[config.mk]
export PLATFORM = sky130hd
export DESIGN_NAME = rr_arbiter_param
export DESIGN_NICKNAME = d
export VERILOG_FILES = /design/src/rtl/rr_arbiter_param.sv
export SDC_FILE = /design/constraint.sdc
export NUM_CORES = 1
export LEC_CHECK = 0
export ABC_AREA = 1
export CAP_MARGIN = 20
export CORE_MARGIN = 2
export CORE_UTILIZATION = 46
export CTS_BUF_LIST = sky130_fd_sc_hd__clkbuf_8 sky130_fd_sc_hd__clkbuf_16
export DETAILED_ROUTE_END_ITERATION = 7
export PLACE_DENSITY_LB_ADDON = 0.15
export SLEW_MARGIN = 20
export SYNTH_ARGS = -nofsm -noshare
export SYNTH_HDL_FRONTEND = slang
export SYNTH_SLANG_ARGS = --single-unit
[constraint.sdc]
create_clock -name clk -period 1.4 [get_ports clk]
set_input_delay 0.21 -clock clk [delete_from_list [all_inputs] [get_ports clk]]
set_output_delay 0.21 -clock clk [all_outputs]
set_load 0.01 [all_outputs]
[src/rtl/rr_arbiter_param.sv]
// Round-robin arbiter with a registered one-hot grant, a rotating priority pointer
// and an optional hold timeout that revokes a grant nobody acknowledges.
module rr_arbiter_param #(
   parameter int N        = 4,
   parameter int MAX_HOLD = 8,
   parameter int IDW      = $clog2(N)
) (
   input  logic           clk,
   input  logic           rst_an,
   input  logic [N-1:0]   req,
   input  logic [N-1:0]   ack,
   output logic [N-1:0]   grant,
   output logic           grant_valid,
   output logic [IDW-1:0] grant_id,
   output logic           timeout
);

   // Counter needs at least one bit even when the timeout is disabled.
   localparam int HW = (MAX_HOLD > 0) ? $clog2(MAX_HOLD + 1) : 1;
   // Hold count seen during the last permitted granted cycle.
   localparam logic [HW-1:0] HoldLast = HW'((MAX_HOLD > 0) ? (MAX_HOLD - 1) : 0);

   localparam logic [0:0] StIdle = 1'b0;
   localparam logic [0:0] StBusy = 1'b1;

   logic [0:0]     state_q, state_d;
   logic [IDW-1:0] ptr_q, ptr_d;
   logic [HW-1:0]  hold_q, hold_d;
   logic [N-1:0]   grant_q, grant_d;
   logic [IDW-1:0] id_q, id_d;
   logic           timeout_q, timeout_d;

   logic           sel_found;
   logic [IDW-1:0] sel_idx;
   logic           rel_ack, rel_drop, rel_exp;

   // Pick the first requester at or after ptr, wrapping past N-1 back to 0.
   always_comb begin
      int j;
      sel_found = 1'b0;
      sel_idx   = '0;
      j         = 0;
      for (int i = 0; i < N; i++) begin
         j = int'(ptr_q) + i;
         if (j >= N) j = j - N;
         if (!sel_found && req[j]) begin
            sel_found = 1'b1;
            sel_idx   = IDW'(j);
         end
      end
   end

   // Next-state logic: grant from IDLE, release from BUSY on ack, req drop or expiry.
   always_comb begin
      state_d   = state_q;
      ptr_d     = ptr_q;
      hold_d    = hold_q;
      grant_d   = grant_q;
      id_d      = id_q;
      timeout_d = 1'b0;
      rel_ack   = 1'b0;
      rel_drop  = 1'b0;
      rel_exp   = 1'b0;
      case (state_q)
         StIdle: begin
            if (sel_found) begin
               state_d = StBusy;
               grant_d = {{(N-1){1'b0}}, 1'b1} << sel_idx;
               id_d    = sel_idx;
               hold_d  = '0;
            end
         end
         StBusy: begin
            rel_ack  = ack[id_q];
            rel_drop = !req[id_q];
            rel_exp  = (MAX_HOLD > 0) && (hold_q == HoldLast);
            if (rel_ack || rel_drop || rel_exp) begin
               state_d   = StIdle;
               grant_d   = '0;
               id_d      = '0;
               hold_d    = '0;
               ptr_d     = (id_q == IDW'(N - 1)) ? '0 : id_q + IDW'(1);
               // Ack and req drop take precedence, so only a pure expiry pulses timeout.
               timeout_d = !rel_ack && !rel_drop;
            end else if (hold_q != {HW{1'b1}}) begin
               hold_d = hold_q + HW'(1);
            end
         end
         default: begin
            state_d = StIdle;
            grant_d = '0;
            id_d    = '0;
         end
      endcase
   end

   // State registers with synchronous active-low reset.
   always_ff @(posedge clk) begin
      if (!rst_an) begin
         state_q   <= StIdle;
         ptr_q     <= '0;
         hold_q    <= '0;
         grant_q   <= '0;
         id_q      <= '0;
         timeout_q <= 1'b0;
      end else begin
         state_q   <= state_d;
         ptr_q     <= ptr_d;
         hold_q    <= hold_d;
         grant_q   <= grant_d;
         id_q      <= id_d;
         timeout_q <= timeout_d;
      end
   end

   assign grant       = grant_q;
   assign grant_valid = (state_q == StBusy);
   assign grant_id    = id_q;
   assign timeout     = timeout_q;

endmodule

== Yosys cells after proc, flatten, opt, wreduce, memory -nomap -nowiden ==
Cells that the tools add are included.

* Bits in registers: 14
* Input bits: 10
* Output and inout port bits: 8
* Word-level logic and storage cells: 89

* Add/sub/neg operators: 9
* Magnitude comparators: 9
* Equal/unequal tests: 6
* Shifts and indexed selects: 1
* Muxes and demuxes: 42
* Bitwise logic cells: 1
* Reduce and logical (&&, ||, !) cells: 15

{| class="wikitable"
|+ Operators by type and width
! cell !! number
|-
| 32-bit by 4-bit less-than comparator with 1-bit output (second input constant) || 4
|-
| 32-bit 2-to-1 mux || 4
|-
| 4-bit 2-to-1 mux || 5
|-
| 1-bit 2-to-1 mux || 16
|-
| 4-bit case mux with 2 select lines || 2
|-
| 2-bit 2-to-1 mux || 7
|-
| 1-bit binary-select mux with 2-bit select || 6
|-
| 3-bit by 3-bit subtractor with 4-bit output (second input constant) || 3
|-
| 3-bit greater-or-equal comparator (second input constant) || 3
|-
| 2-bit by 2-bit adder with 3-bit output (second input constant) || 2
|-
| 2-bit AND reduction || 3
|-
| 1-bit zero test || 5
|-
| 4-bit by 1-bit adder with 4-bit output (second input constant) || 1
|-
| 4-bit by 3-bit == test with 1-bit output (second input constant) || 1
|-
| 1-bit logical AND || 4
|-
| 4-bit != test (second input constant) || 1
|-
| 2-bit case mux with 2 select lines || 1
|-
| 1-bit by 2-bit left shift with 4-bit output (first input constant) || 1
|-
| 2-bit by 3-bit subtractor with 4-bit output (second input constant) || 1
|-
| 2-bit by 1-bit adder with 3-bit output (second input constant) || 1
|-
| 2-bit by 3-bit greater-or-equal comparator with 1-bit output (second input constant) || 1
|-
| 2-bit by 3-bit less-than comparator with 1-bit output (second input constant) || 1
|-
| 3-bit by 1-bit != test with 1-bit output (second input constant) || 1
|-
| 3-bit AND reduction || 1
|-
| 7 further kinds || 8
|}

== Longest topological paths before layout ==
Gate-level depths: netlist of the first run.

* Word-level depth: 18
* Depth in mapped cells: 11
* Gate-level depth less buffers: 11

== Worst setup path after synthesis of the first run ==
No wires, ideal clock.

* Kind: flip-flop to flip-flop
* Start point: register id_q[0] (netlist: grant_id[0])
* End point: register hold_q[1]
* Setup time: 116 ps
* Arrival time: 1239 ps
* Required time: 1284 ps
* Setup slack: 45 ps
* Stages on the path, launching flop included: 10
* Path buffers: 0
* Period minus slack after synthesis: 1355 ps
* Cell sequence: dfxtp_1 > inv_1 > nand3b_1 > nand3_1 > nand3_1 > nor2_1 > nand2_1 > nand2_1 > o21ai_0 > nor2_1

* Cells in the longest elaborated chain, start to end: 7
* Elaborated cells between the ends (all ways): 11
* Those cells by class: eq/ne (1); mux (6); reduce/logical (4)

{| class="wikitable"
|+ Ends and longest elaborated chain
! what !! line !! source
|-
| start: declaration || 30 || <nowiki>logic [IDW-1:0] id_q, id_d;</nowiki>
|-
| start signal: assignment || 111 || <nowiki>id_q <= id_d;</nowiki>
|-
| 1-bit binary-select mux with 2-bit select || 75 || <nowiki>rel_drop = !req[id_q];</nowiki>
|-
| 1-bit 2-to-1 mux (not written as such) || 75 ||
|-
| 1-bit zero test || 75 ||
|-
| 1-bit logical OR (*) (2 in a row) || 77 || <nowiki>if (rel_ack || rel_drop || rel_exp) begin</nowiki>
|-
| 4-bit 2-to-1 mux / 3-bit by 1-bit != test with 1-bit output (equally long branches) || n/a ||
|-
| 4-bit case mux with 2 select lines / 2-bit AND reduction (equally long branches) || n/a ||
|-
| end signal: assignment || 109 || <nowiki>hold_q <= hold_d;</nowiki>
|-
| end: declaration || 28 || <nowiki>logic [HW-1:0] hold_q, hold_d;</nowiki>
|}

Every way passes the cells marked *; elsewhere a longest branch is shown, timed or not. The select of a mux whose other input is x is not followed.
A chain may end at the register's enable or synchronous reset.

== Worst setup path after layout of the first run ==
* Start point: register ptr_q[0]
* End point: register id_q[0] (netlist: grant_id[0])

* Cells in the longest elaborated chain, start to end: 17
* Elaborated cells between the ends (all ways): 45
* Those cells by class: add/sub (7); order compare (4); eq/ne (1); mux (26); reduce/logical (7)

{| class="wikitable"
|+ Ends and longest elaborated chain
! what !! line !! source
|-
| start: declaration || 27 || <nowiki>logic [IDW-1:0] ptr_q, ptr_d;</nowiki>
|-
| start signal: assignment || 108 || <nowiki>ptr_q <= ptr_d;</nowiki>
|-
| branches (longest 17 deep; another with 3-bit by 3-bit subtractor with 4-bit output) || n/a ||
|}

Several ways; the timed one is not identified. The select of a mux whose other input is x is not followed.

==> results of run 1 <==
## cell type report
type,count,area share
Clock buffer,4,0.03667
Inverter,22,0.05667
Multi-Input combinational cell,120,0.4792
Sequential cell,14,0.1933
Tap cell,27,0.02250
Timing Repair Buffer,35,0.2117
## cell usage in the layout (no fill, tap or decap), types with 2 or more instances in the layout
master and n:
nand2_1 39, nand3_1 19, buf_4 17, inv_1 16, nand2_2 13, clkdlybuf4s50_1 12
nand2_4 10, dfxtp_1 10, nor2_1 9, inv_2 5, a21oi_2 5, o21ai_1 4
clkbuf_8 4, nand3_2 3, nand4_1 3, o21ai_0 3, dlymetal6s2s_1 3, nand3b_1 2
a21oi_1 2, ha_1 2, dfxtp_2 2, dlygate4sd2_1 2, dfxtp_4 2
## logic make-up (layout without fill, tap and decap cells)
kind of cell,count (synthesis),count (layout)
AOI/OAI and AO/OA,15,15
xor gates and xnor gates,1,1
adders and majority gates,2,2
buffers and inverters,24,61
DFF,14,14
and+or+nand+nor,102,102
## critical path: stages, from the launching register on
cell and delay, ps:
dfxtp_4 390, buf_8 160, nand2_4 80, nand3_4 100
nand2_4 70, nor2_4 170, nand4_4 190, nand2_4 160
nand2_2 70, a21oi_2 120
## metrics by stage
step	setup TNS, ps	hold WS [ps]
floorplan	0	366.9
global placement	-3321	459.0
detailed placement	-3745	471.1
CTS	-842.3	479.5
global route	-2832	494.5
finish	-1743	472.7
## layer usage
metal  GRT usage  routed length, µm
met1      0.2444               1191
met2      0.4311               1451
met3     0.08182                226
met4     0.06944                 85
met5           0                  0
## registers in the layout (all words and copies together) (netlist names)
| register | count |
|---|---|
| grant | 4 |
| grant_id | 2 |
| grant_valid | 1 |
| hold_q | 4 |
| ptr_q | 2 |
| timeout | 1 |
## cells in the mapped netlist
| cell | instances | area share |
|---|---|---|
| clkbuf_4 | 1 | 0.0077 |
| nor2_4 | 1 | 0.012 |
| o21ai_1 | 4 | 0.021 |
| a21oi_1 | 6 | 0.031 |
| o21ai_0 | 4 | 0.021 |
| nand3_1 | 22 | 0.11 |
| nand2_4 | 1 | 0.012 |
| buf_6 | 1 | 0.012 |
| nand3_2 | 1 | 0.010 |
| nor3_1 | 1 | 0.0051 |
| inv_2 | 2 | 0.0077 |
| ha_1 | 2 | 0.026 |
| inv_1 | 20 | 0.077 |
| nand2_1 | 56 | 0.22 |
| a21oi_2 | 1 | 0.0090 |
| dfxtp_1 | 14 | 0.29 |
| nand3b_1 | 2 | 0.015 |
| nand4_4 | 1 | 0.022 |
| nor2_1 | 9 | 0.035 |
| nand2_2 | 5 | 0.032 |
| nand4_1 | 3 | 0.019 |
| xor2_1 | 1 | 0.0090 |
## timing repair
item                       in CTS  in global routing
gates cloned                    0                  0
setup buffers                   4                  0
hold endpoints to repair        0                  0
setup endpoints to repair      14                 12
pin swaps                      14                 12
resized for setup              22                 32
## power by group through the flow
stage	Sequential [mW]	Combinational [mW]	Clock (mW)
3_5_place_dp	0.572	1.16	0
3_3_place_gp	0.568	1.14	0
4_1_cts	0.575	1.29	0.405
5_1_grt	0.605	1.60	0.421
2_1_floorplan	0.594	0.716	0
6_report	0.593	1.46	0.395
## worst max-delay path by stage
stage,startpoint,endpoint,slack (ps),depth (start not counted)
detailed placement,req[3],grant_id[0]$_SDFFE_PN0P_,-360,10
CTS,ptr_q[0]$_SDFFE_PN0P_,grant_id[0]$_SDFFE_PN0P_,-100,10
global placement,req[3],grant_id[0]$_SDFFE_PN0P_,-340,10
floorplan,grant_id[0]$_SDFFE_PN0P_,hold_q[1]$_SDFFE_PN0P_,50,9
finish,ptr_q[0]$_SDFFE_PN0P_,grant_id[0]$_SDFFE_PN0P_,-190,9
global route,ptr_q[0]$_SDFFE_PN0P_,grant_id[1]$_SDFFE_PN0P_,-280,9
==> impl_metrics.yaml, run 1 <==
status:
  outcome: "finished, violations left"
  violations: "setup timing"
placed_design:
  placed_cells: 214
  placed_area_um2: 1262
  place_hpwl_um: 1857
  dp_slack_ps: -361.8
  gp_congestion: 0.8383
  port_buffers: 17
power_and_ir_drop:
  switching_share: 0.4445
  power_frac_comb: 0.597
  power.internal_mw: 1.362
  clockPowerShare: 0.161
  p_switching_mw: 1.090
  power.density_nw_per_um2: 1633
  seqPwrFrac: 0.242
  vdd_ir_drop_max_mv: 1.254
  total_power_mw: 2.452
  p_leak_nw: 0.7564
worst_setup_path:
  reg2reg_from: "ptr_q[0]$_SDFFE_PN0P_"
  reg2reg_to: "grant_id[0]$_SDFFE_PN0P_"
  arrival_ps: 1760
  critPathMaxFanout: 8
  reg2reg_slack_ps: -190
  cp_data_required_time_ps: 1570
  critPathKind: "reg -> reg"
  worst_setup_path_start_kind: "flip-flop"
  ff2ff_path_depth: 9
  end_kind: "flip-flop"
final_layout:
  regArea_um2: 290.3
  final_cell_area_um2: 1501
  multi_input_area_um2: 719.4
  drive_gt1_frac: 0.3436
  final_cell_count_no_fill: 222
  final_core_util: 0.7576
  n_fill_cell: 148
  n_antenna_cell: 0
  synthToLayoutAreaGrowth_pct: 54.44
  fin_nets: 208
drt:
  drt-initial-drc-count: 38
  via_count: 1191
  ant_nets: 0
  wl_um: 2955
  drc: 0
  wire_per_inst_um: 13.31
  firstDrtPassIters: 4
  viasPerCell: 5.365
timing:
  fin_ws_ps: -187.8
  fin_crit_ps: 1588
  fmax_ghz: 0.6298
  hold_viol: 0
  max_slew.worst_pin.slew_ps: 307.7
  setup_viol_count_final: 11
  post-route-period-util: 1.134
  final_max_slew_viol_count: 0
  skew_ps: 4.192
  slew_headroom: 0.7942
  rsz0062_at_grt: "yes"
synthesis:
  yosys.cell_types.count: 22
  synth_fa_ha_area_frac: 0.02574
  ys_seq_elements: 14
  synth_seq_area_share: 0.2883
  synth_top_family_by_area: "simple AND/OR/NAND/NOR gates"
  synth_compound_area_frac: 0.08108
  synth_xor_area_frac: 0.009009
  syn_inst: 158
  yosys_warnings: 0
  syn-num-nets: 170
  synthMuxAreaShare: 0
  syn_area_per_cell_um2: 6.153
  synth-simple-area-share: 0.4916
  syn_area_um2: 972.2
die:
  ioPinCount: 18
  die_area_um2: 2497
  dieHeight_um: 49.97
  fp.dieW_um: 49.97
  core_um2: 1982
  start_util: 0.4905
  rows: 16
min_path:
  worst_hold_path_type: "reg -> reg"
  worstHoldPathCells: 2
  holdPathEnd: "grant[0]$_SDFFE_PN0P_"
  min_from: "grant[0]$_SDFFE_PN0P_"
clock_tree:
  cts_tree: "done"
  clk_path_buf_depth: 2
  root_buffer: "clkbuf_8"
  numCtsBuffers: 3
  cts_htree_levels: 1
  clock_sinks: 14
  clk_pin_slew_ps: 60
  clk_latency_ps: 250
  hold_buffers: 0
global_route:
  grt_antenna_before_repair: 0
  grt_pass1_vias: 1154
  grt_usage: 0.2332
  grt_max_degree: 10
  overflow: 0
  grt_pass1_wl_um: 4519
flow_run:
  cap_violations: 0
Power figures use the tool's default switching activity.
==> inputs of run 2 (changes only) <==
Settings changed: CAP_MARGIN 20 to unset.
==> results of run 2 <==
Same layout as run 1: the final DEF is identical, and so are final timing and power.
